**src/rtl/ahb_gpio_par_pkg.sv**
```systemverilog
// ahb_gpio_pkg: shared definitions for the parametrised AHB-Lite parity GPIO.
//   - byte offsets of the six implemented registers
//   - bit positions inside PCTRL
//   - aphase_t: the address-phase information carried into the data phase
package ahb_gpio_pkg;

    localparam logic [7:0] DATA_OFF    = 8'h00;
    localparam logic [7:0] DIR_OFF     = 8'h04;
    localparam logic [7:0] IRQEN_OFF   = 8'h08;
    localparam logic [7:0] IRQSTAT_OFF = 8'h0C;
    localparam logic [7:0] PCTRL_OFF   = 8'h10;
    localparam logic [7:0] PCNT_OFF    = 8'h14;

    localparam int PCTRL_PSEL_BIT  = 0;   // 0 = even, 1 = odd parity
    localparam int PCTRL_CHKEN_BIT = 1;   // enable input parity checking
    localparam int PCTRL_PERR_BIT  = 8;   // sticky error, write-1-to-clear

    typedef struct packed {
        logic       valid;
        logic       write;
        logic [2:0] idx;      // HADDR[4:2]
    } aphase_t;

endpackage

```
**src/rtl/gpio_in_sync.sv**
```systemverilog
// gpio_in_sync: two-flop synchroniser for the pad inputs plus a delayed copy
// of the synchronised value used for rising-edge detection.
// Ports:
//   clk, srst   clock and synchronous active-high reset
//   din         raw pad inputs (WIDTH data bits + parity bit at WIDTH)
//   s2          synchronised inputs, all WIDTH+1 bits
//   rise        one-cycle rising-edge pulse per data bit
module gpio_in_sync
    import ahb_gpio_pkg::*;
#(
    parameter int WIDTH = 16
) (
    input  logic             clk,
    input  logic             srst,
    input  logic [WIDTH:0]   din,
    output logic [WIDTH:0]   s2,
    output logic [WIDTH-1:0] rise
);

    logic [WIDTH:0]   s1_reg;
    logic [WIDTH:0]   s2_reg;
    // The parity bit never raises an interrupt, so only data bits are delayed.
    logic [WIDTH-1:0] s3_reg;

    always_ff @(posedge clk) begin
        if (srst) begin
            s1_reg <= '0;
            s2_reg <= '0;
            s3_reg <= '0;
        end else begin
            s1_reg <= din;
            s2_reg <= s1_reg;
            s3_reg <= s2_reg[WIDTH-1:0];
        end
    end

    genvar gi;
    generate
        for (gi = 0; gi < WIDTH; gi++) begin : g_rise
            assign rise[gi] = s2_reg[gi] & ~s3_reg[gi];
        end
    endgenerate

    assign s2 = s2_reg;

endmodule

```
**src/rtl/ahb_gpio_par.sv**
```systemverilog
// ahb_gpio_par: AHB-Lite GPIO slave with per-bit direction, programmable
// output parity, input parity checking with a saturating error counter and
// rising-edge interrupts. Zero wait states.
// Ports:
//   HCLK/HRESET      bus clock, synchronous active-high reset
//   HSEL..HREADY     AHB-Lite slave inputs (only HADDR[4:2] decoded)
//   HREADYOUT        tied high
//   HRDATA           read data, driven only in a read data phase
//   GPIOIN           pad inputs, bit WIDTH is the incoming parity bit
//   GPIOOUT          output latch plus generated parity at bit WIDTH
//   GPIODIR          per-bit output enable
//   IRQ              registered OR of enabled pending edges
//   PARITYERR        registered live input parity mismatch
module ahb_gpio_par
    import ahb_gpio_pkg::*;
#(
    parameter int WIDTH = 16,
    parameter int CNT_W = 8
) (
    input  logic             HCLK,
    input  logic             HRESET,
    input  logic             HSEL,
    input  logic [31:0]      HADDR,
    input  logic [1:0]       HTRANS,
    input  logic             HWRITE,
    input  logic [31:0]      HWDATA,
    input  logic             HREADY,
    output logic             HREADYOUT,
    output logic [31:0]      HRDATA,
    input  logic [WIDTH:0]   GPIOIN,
    output logic [WIDTH:0]   GPIOOUT,
    output logic [WIDTH-1:0] GPIODIR,
    output logic             IRQ,
    output logic             PARITYERR
);

    localparam logic [2:0] IDX_DATA    = DATA_OFF[4:2];
    localparam logic [2:0] IDX_DIR     = DIR_OFF[4:2];
    localparam logic [2:0] IDX_IRQEN   = IRQEN_OFF[4:2];
    localparam logic [2:0] IDX_IRQSTAT = IRQSTAT_OFF[4:2];
    localparam logic [2:0] IDX_PCTRL   = PCTRL_OFF[4:2];
    localparam logic [2:0] IDX_PCNT    = PCNT_OFF[4:2];
    localparam logic [CNT_W-1:0] PCNT_MAX = '1;

    aphase_t          aph_reg, aph_next;
    logic [5:0]       wsel;
    logic [WIDTH-1:0] latch_reg, dir_reg, irqen_reg, irqstat_reg, irqstat_next;
    logic             psel_reg, chken_reg, perr_reg, perr_next;
    logic [CNT_W-1:0] pcnt_reg, pcnt_next;
    logic             parerr_reg, parerr_dly_reg, irq_reg;
    logic             mismatch, perr_pulse;
    logic [WIDTH:0]   sync_s2;
    logic [WIDTH-1:0] sync_rise;
    logic [31:0]      rdata;
    logic             unused_bits;

    // ---------------- bus address/data phase ----------------
    always_comb begin
        aph_next = '0;
        if (HSEL && HREADY && HTRANS[1]) begin
            aph_next.valid = 1'b1;
            aph_next.write = HWRITE;
            aph_next.idx   = HADDR[4:2];
        end
    end

    // Reset clears the registered phase, so a data phase in flight is dropped.
    always_ff @(posedge HCLK) begin
        if (HRESET) aph_reg <= '0;
        else        aph_reg <= aph_next;
    end

    // One write strobe per implemented register; offsets 0x18/0x1C decode to nothing.
    genvar gi;
    generate
        for (gi = 0; gi < 6; gi++) begin : g_wsel
            assign wsel[gi] = aph_reg.valid & aph_reg.write & (aph_reg.idx == 3'(gi));
        end
    endgenerate

    // ---------------- input path ----------------
    gpio_in_sync #(.WIDTH(WIDTH)) u_sync (
        .clk  (HCLK),
        .srst (HRESET),
        .din  (GPIOIN),
        .s2   (sync_s2),
        .rise (sync_rise)
    );

    assign mismatch   = chken_reg & ((^sync_s2) != psel_reg);
    // Count entries into the error state, not cycles spent in it.
    assign perr_pulse = parerr_reg & ~parerr_dly_reg;

    always_comb begin
        irqstat_next = irqstat_reg;
        if (wsel[IDX_IRQSTAT])
            irqstat_next = irqstat_reg & ~HWDATA[WIDTH-1:0];
        irqstat_next = irqstat_next | sync_rise;    // a new edge beats a same-cycle clear

        pcnt_next = pcnt_reg;
        if (perr_pulse) begin
            if (pcnt_reg != PCNT_MAX)
                pcnt_next = pcnt_reg + CNT_W'(1);
        end else if (wsel[IDX_PCNT]) begin
            pcnt_next = '0;
        end

        perr_next = perr_reg;
        if (perr_pulse)
            perr_next = 1'b1;
        else if (wsel[IDX_PCTRL] && HWDATA[PCTRL_PERR_BIT])
            perr_next = 1'b0;
    end

    // ---------------- register file ----------------
    always_ff @(posedge HCLK) begin
        if (HRESET) begin
            latch_reg      <= '0;
            dir_reg        <= '0;
            irqen_reg      <= '0;
            irqstat_reg    <= '0;
            psel_reg       <= 1'b0;
            chken_reg      <= 1'b0;
            perr_reg       <= 1'b0;
            pcnt_reg       <= '0;
            parerr_reg     <= 1'b0;
            parerr_dly_reg <= 1'b0;
            irq_reg        <= 1'b0;
        end else begin
            if (wsel[IDX_DATA])  latch_reg <= HWDATA[WIDTH-1:0];
            if (wsel[IDX_DIR])   dir_reg   <= HWDATA[WIDTH-1:0];
            if (wsel[IDX_IRQEN]) irqen_reg <= HWDATA[WIDTH-1:0];
            if (wsel[IDX_PCTRL]) begin
                psel_reg  <= HWDATA[PCTRL_PSEL_BIT];
                chken_reg <= HWDATA[PCTRL_CHKEN_BIT];
            end
            irqstat_reg    <= irqstat_next;
            perr_reg       <= perr_next;
            pcnt_reg       <= pcnt_next;
            parerr_reg     <= mismatch;
            parerr_dly_reg <= parerr_reg;
            irq_reg        <= |(irqstat_reg & irqen_reg);
        end
    end

    // ---------------- read mux ----------------
    always_comb begin
        rdata = '0;
        if (aph_reg.valid && !aph_reg.write) begin
            case (aph_reg.idx)
                IDX_DATA:    rdata[WIDTH-1:0] = (latch_reg & dir_reg) | (sync_s2[WIDTH-1:0] & ~dir_reg);
                IDX_DIR:     rdata[WIDTH-1:0] = dir_reg;
                IDX_IRQEN:   rdata[WIDTH-1:0] = irqen_reg;
                IDX_IRQSTAT: rdata[WIDTH-1:0] = irqstat_reg;
                IDX_PCTRL: begin
                    rdata[PCTRL_PSEL_BIT]  = psel_reg;
                    rdata[PCTRL_CHKEN_BIT] = chken_reg;
                    rdata[PCTRL_PERR_BIT]  = perr_reg;
                end
                IDX_PCNT:    rdata[CNT_W-1:0] = pcnt_reg;
                default:     rdata = '0;
            endcase
        end
    end

    assign HRDATA    = rdata;
    assign HREADYOUT = 1'b1;
    assign GPIOOUT   = {psel_reg ? ~(^latch_reg) : (^latch_reg), latch_reg};
    assign GPIODIR   = dir_reg;
    assign IRQ       = irq_reg;
    assign PARITYERR = parerr_reg;

    // Address bits outside [4:2], HTRANS[0] and upper write data are don't-care.
    assign unused_bits = ^{HADDR[31:5], HADDR[1:0], HTRANS[0], HWDATA};

endmodule

```
**config.mk**
```make
export PLATFORM = sky130hd
export DESIGN_NAME = ahb_gpio_par
export DESIGN_NICKNAME = d
export VERILOG_FILES = /design/src/rtl/ahb_gpio_par_pkg.sv /design/src/rtl/gpio_in_sync.sv /design/src/rtl/ahb_gpio_par.sv
export SDC_FILE = /design/constraint.sdc
export NUM_CORES = 1
export LEC_CHECK = 0
export BUFFER_PORTS_ARGS = -buffer_cell sky130_fd_sc_hd__buf_2
export CORE_MARGIN = 5
export CORE_UTILIZATION = 33
export CTS_BUF_LIST = sky130_fd_sc_hd__clkbuf_16
export CTS_CLUSTER_DIAMETER = 120
export CTS_CLUSTER_SIZE = 25
export DETAILED_ROUTE_END_ITERATION = 6
export GPL_TIMING_DRIVEN = 0
export SLEW_MARGIN = 0
export SYNTH_ARGS = -nofsm -noshare
export SYNTH_HDL_FRONTEND = slang
export SYNTH_SLANG_ARGS = --single-unit
export TNS_END_PERCENT = 5
```
**constraint.sdc**
```tcl
create_clock -name HCLK -period 5.4 [get_ports HCLK]
set_input_delay 0.81 -clock HCLK [delete_from_list [all_inputs] [get_ports HCLK]]
set_output_delay 0.81 -clock HCLK [all_outputs]
set_load 0.01 [all_outputs]
```
==> results.md <==
- Minimum clock period: about 3.2 ns
- TritonCTS Buffers: 17
- Setup Fix Bufs, Post-CTS: 0
- Max_slew headroom: 0.553
- Setup violators final: 0
- Static Leak: between 2 and 3 nW
- Die ar.: 20300 um^2
- Worst slew pin tran: approximately 0.67 ns
- Synth area leader: dfxtp_1
- Die height: between 100 and 150 um
- Root buffer cell: clkbuf_16
- Cell Rows: 48
- Synth warnings: 0
- Mapped Area: 5780 um^2
- Core area: about 17000 um^2
- Worst Skew: 0.0112 ns
- Number of clock sinks: 133
- Via count: 4793
- Avg WL per Cell: 16.4 um
- PD cells: 319 nW/um^2
- Fin Hold WS: 0.432 ns
- Post-synthesis cell count: about 650
- Antenna-violating nets left: 0
- First-pass GRT wire length: 26.0 mm
- Clock latency on the worst-skew pair: 0.43 ns
- CTS Hold Buffers Added: 0
- Initial antenna violation count: 0
- I/O pins: 156
- Die width: between 100 and 150 um
- GP Congestion: approximately 0.93
- Max-Cap Viols: 0
- Post-synth cell types: 53
- Area growth syn-to-layout: 23.6%
- Most used DFF post-synth: dfxtp_1
- RSZ-0062 raised after global routing: false
- DR vias/cell: 4.72
- Post-synth EDFFs: 0
- Clk buf depth: 2
- Final Hold Fails: 0
- Worst r2r path cells: 6
- Worst IR Drop VDD: ~0.25 mV
- Post_cts resized: 0
- Synth top area share: 0.461
- Count of pins over their slew limit: 0
- Worst hold path depth: 1
- Max Clk Rate: 0.311 GHz
- TritonCTS clock tree: yes
- Total gr overflow: 0
- Synth area leaders: dfxtp_1 46%, nor2b_1 5.5%, a21oi_1 5.1%, nand2_1 4.9%, mux2i_1 4.5%
- Nets: 868
- Antenna diode count: 0
- DP HPWL: around 13 mm
- Period Utilization, post-route: 0.595
- Clock Pin Slew Worst Setup and Hold Paths: 0.06 ns
- Startpoint type of the worst setup path: register
- H-tree depth: 4
- Vias in the first global route: about 4600
- Share of layout cells above drive strength 1: 0.204
- Post-Route WL: roughly 17 mm
- Largest net degree at the start of global routing: 17
- Setup crit end kind: primary output
- Syn_area_per_cell: a little under 9 um^2
- Starting Density: 0.335
- Seq cells post-synth: between 100 and 150
- Worst EP required: 4.59 ns
- Kind of critical path: reg2out
- Status: completed
- Sequential area share after synthesis: 0.461
- Synth async-reset ratio: 0
- Fin cells: 1016
- Port bufs: 91
- Drt drc: 0
- Final core utilization: 0.414
- Total Routing Usage GR: 0.167
- Placed Cells: 985
- Drt first pass iters: 7
- Worst min path class: reg2reg
- Max FO, Critical Path: 10
- CP arrival: 2.40 ns
- TNS Setup: 0 ns
- First DRT Iteration DRCs: around 570
==> final cells by class <==
class / count / area [um^2]
sequential: 133 / 2660
clock buffer: 17 / 425
multi-input combinational: 457 / 2800
tap: 225 / 282
buffer: 51 / 269
clock inverter: 14 / 144
timing repair buffer: 91 / 455
fill: 1758 / 10100
inverter: 28 / 105
==> path summary, 6_finish.rpt <==
path / from / end / slack [ns]
hold / removal: u_sync.s1_reg[7] / u_sync.s2[7] / 0.43
setup reg to reg: aph_reg[1] / GPIODIR[15] / 3.36
hold reg to reg: u_sync.s1_reg[7] / u_sync.s2[7] / 0.43
setup / recovery: aph_reg[1] / HRDATA[8] / 2.19
==> critical path: stages (launching register included) <==
cell	delay, ns
dfxtp_1	0.40
buf_1	0.47
buf_1	0.42
a31oi_1	0.14
o22a_1	0.22
nor2_1	0.16
buf_2	0.17
==> cells in the mapped netlist, types with 8 or more instances <==
library cell / count
buf_2: 8
mux2_2: 8
o21ai_0: 32
inv_1: 28
xnor2_1: 28
mux2i_1: 26
buf_4: 18
a211oi_1: 8
and2_1: 11
clkbuf_1: 22
nor2_1: 45
a21oi_1: 59
nor2b_1: 51
nand2b_1: 20
nand2_1: 76
dfxtp_1: 133
==> through the flow <==
stage                     setup slack, ns  total power, mW  area, um^2
final                                2.19             2.28        7140
after global routing                 2.03             2.35        7140
after CTS                            2.22             2.29        7140
after detailed placement             2.68             1.17        6570
after floorplan                      3.10             1.12        5830
after global placement               2.66             1.17        6570
==> logic make-up after synthesis <==
family | share of synthesized area
xor+xnor | 0.0539
buf+inv | 0.0647
fa+ha+maj | 0.00217
compound gates | 0.146
other cells | 0.00130
simple gates | 0.206
mux | 0.0645
flops | 0.461
==> where the power goes <==
part           leakage (nW)  switching (mW)  internal (mW)
Clock                 0.271           0.419          0.709
Combinational          1.46          0.0689         0.0591
Sequential             1.08          0.0163           1.00
Total                  2.82           0.504           1.77
==> per-layer routing <==
layer / part of all wire / vias to the layer above / global-route usage / wire [um]
met2: 0.45 / 178 / 0.259 / 7500
met4: 0.020 / 0 / 0.0590 / 331
met3: 0.071 / 26 / 0.0430 / 1190
met1: 0.46 / 2186 / 0.227 / 7680
li1: - / 2403 / - / -
met5: 0 / - / 0 / 0
==> cell usage in the layout, fill, tap and decap left out, drive strengths merged, types with 4 or more instances in the layout <==
cell      n
mux2      8
xnor2    28
nor3      8
a22oi     5
nand2    76
mux2i    26
conb     17
xor2      5
a32oi     6
clkbuf   39
o22ai     7
a31oi     4
dfxtp   133
nor2b    51
clkinv    7
a211oi    8
o21ai    32
o311a     4
a21oi    59
nor2     46
nand2b   20
a22o      4
buf     120
and2     12
inv      29
nand3     5
(Power assumes the default switching activity.)
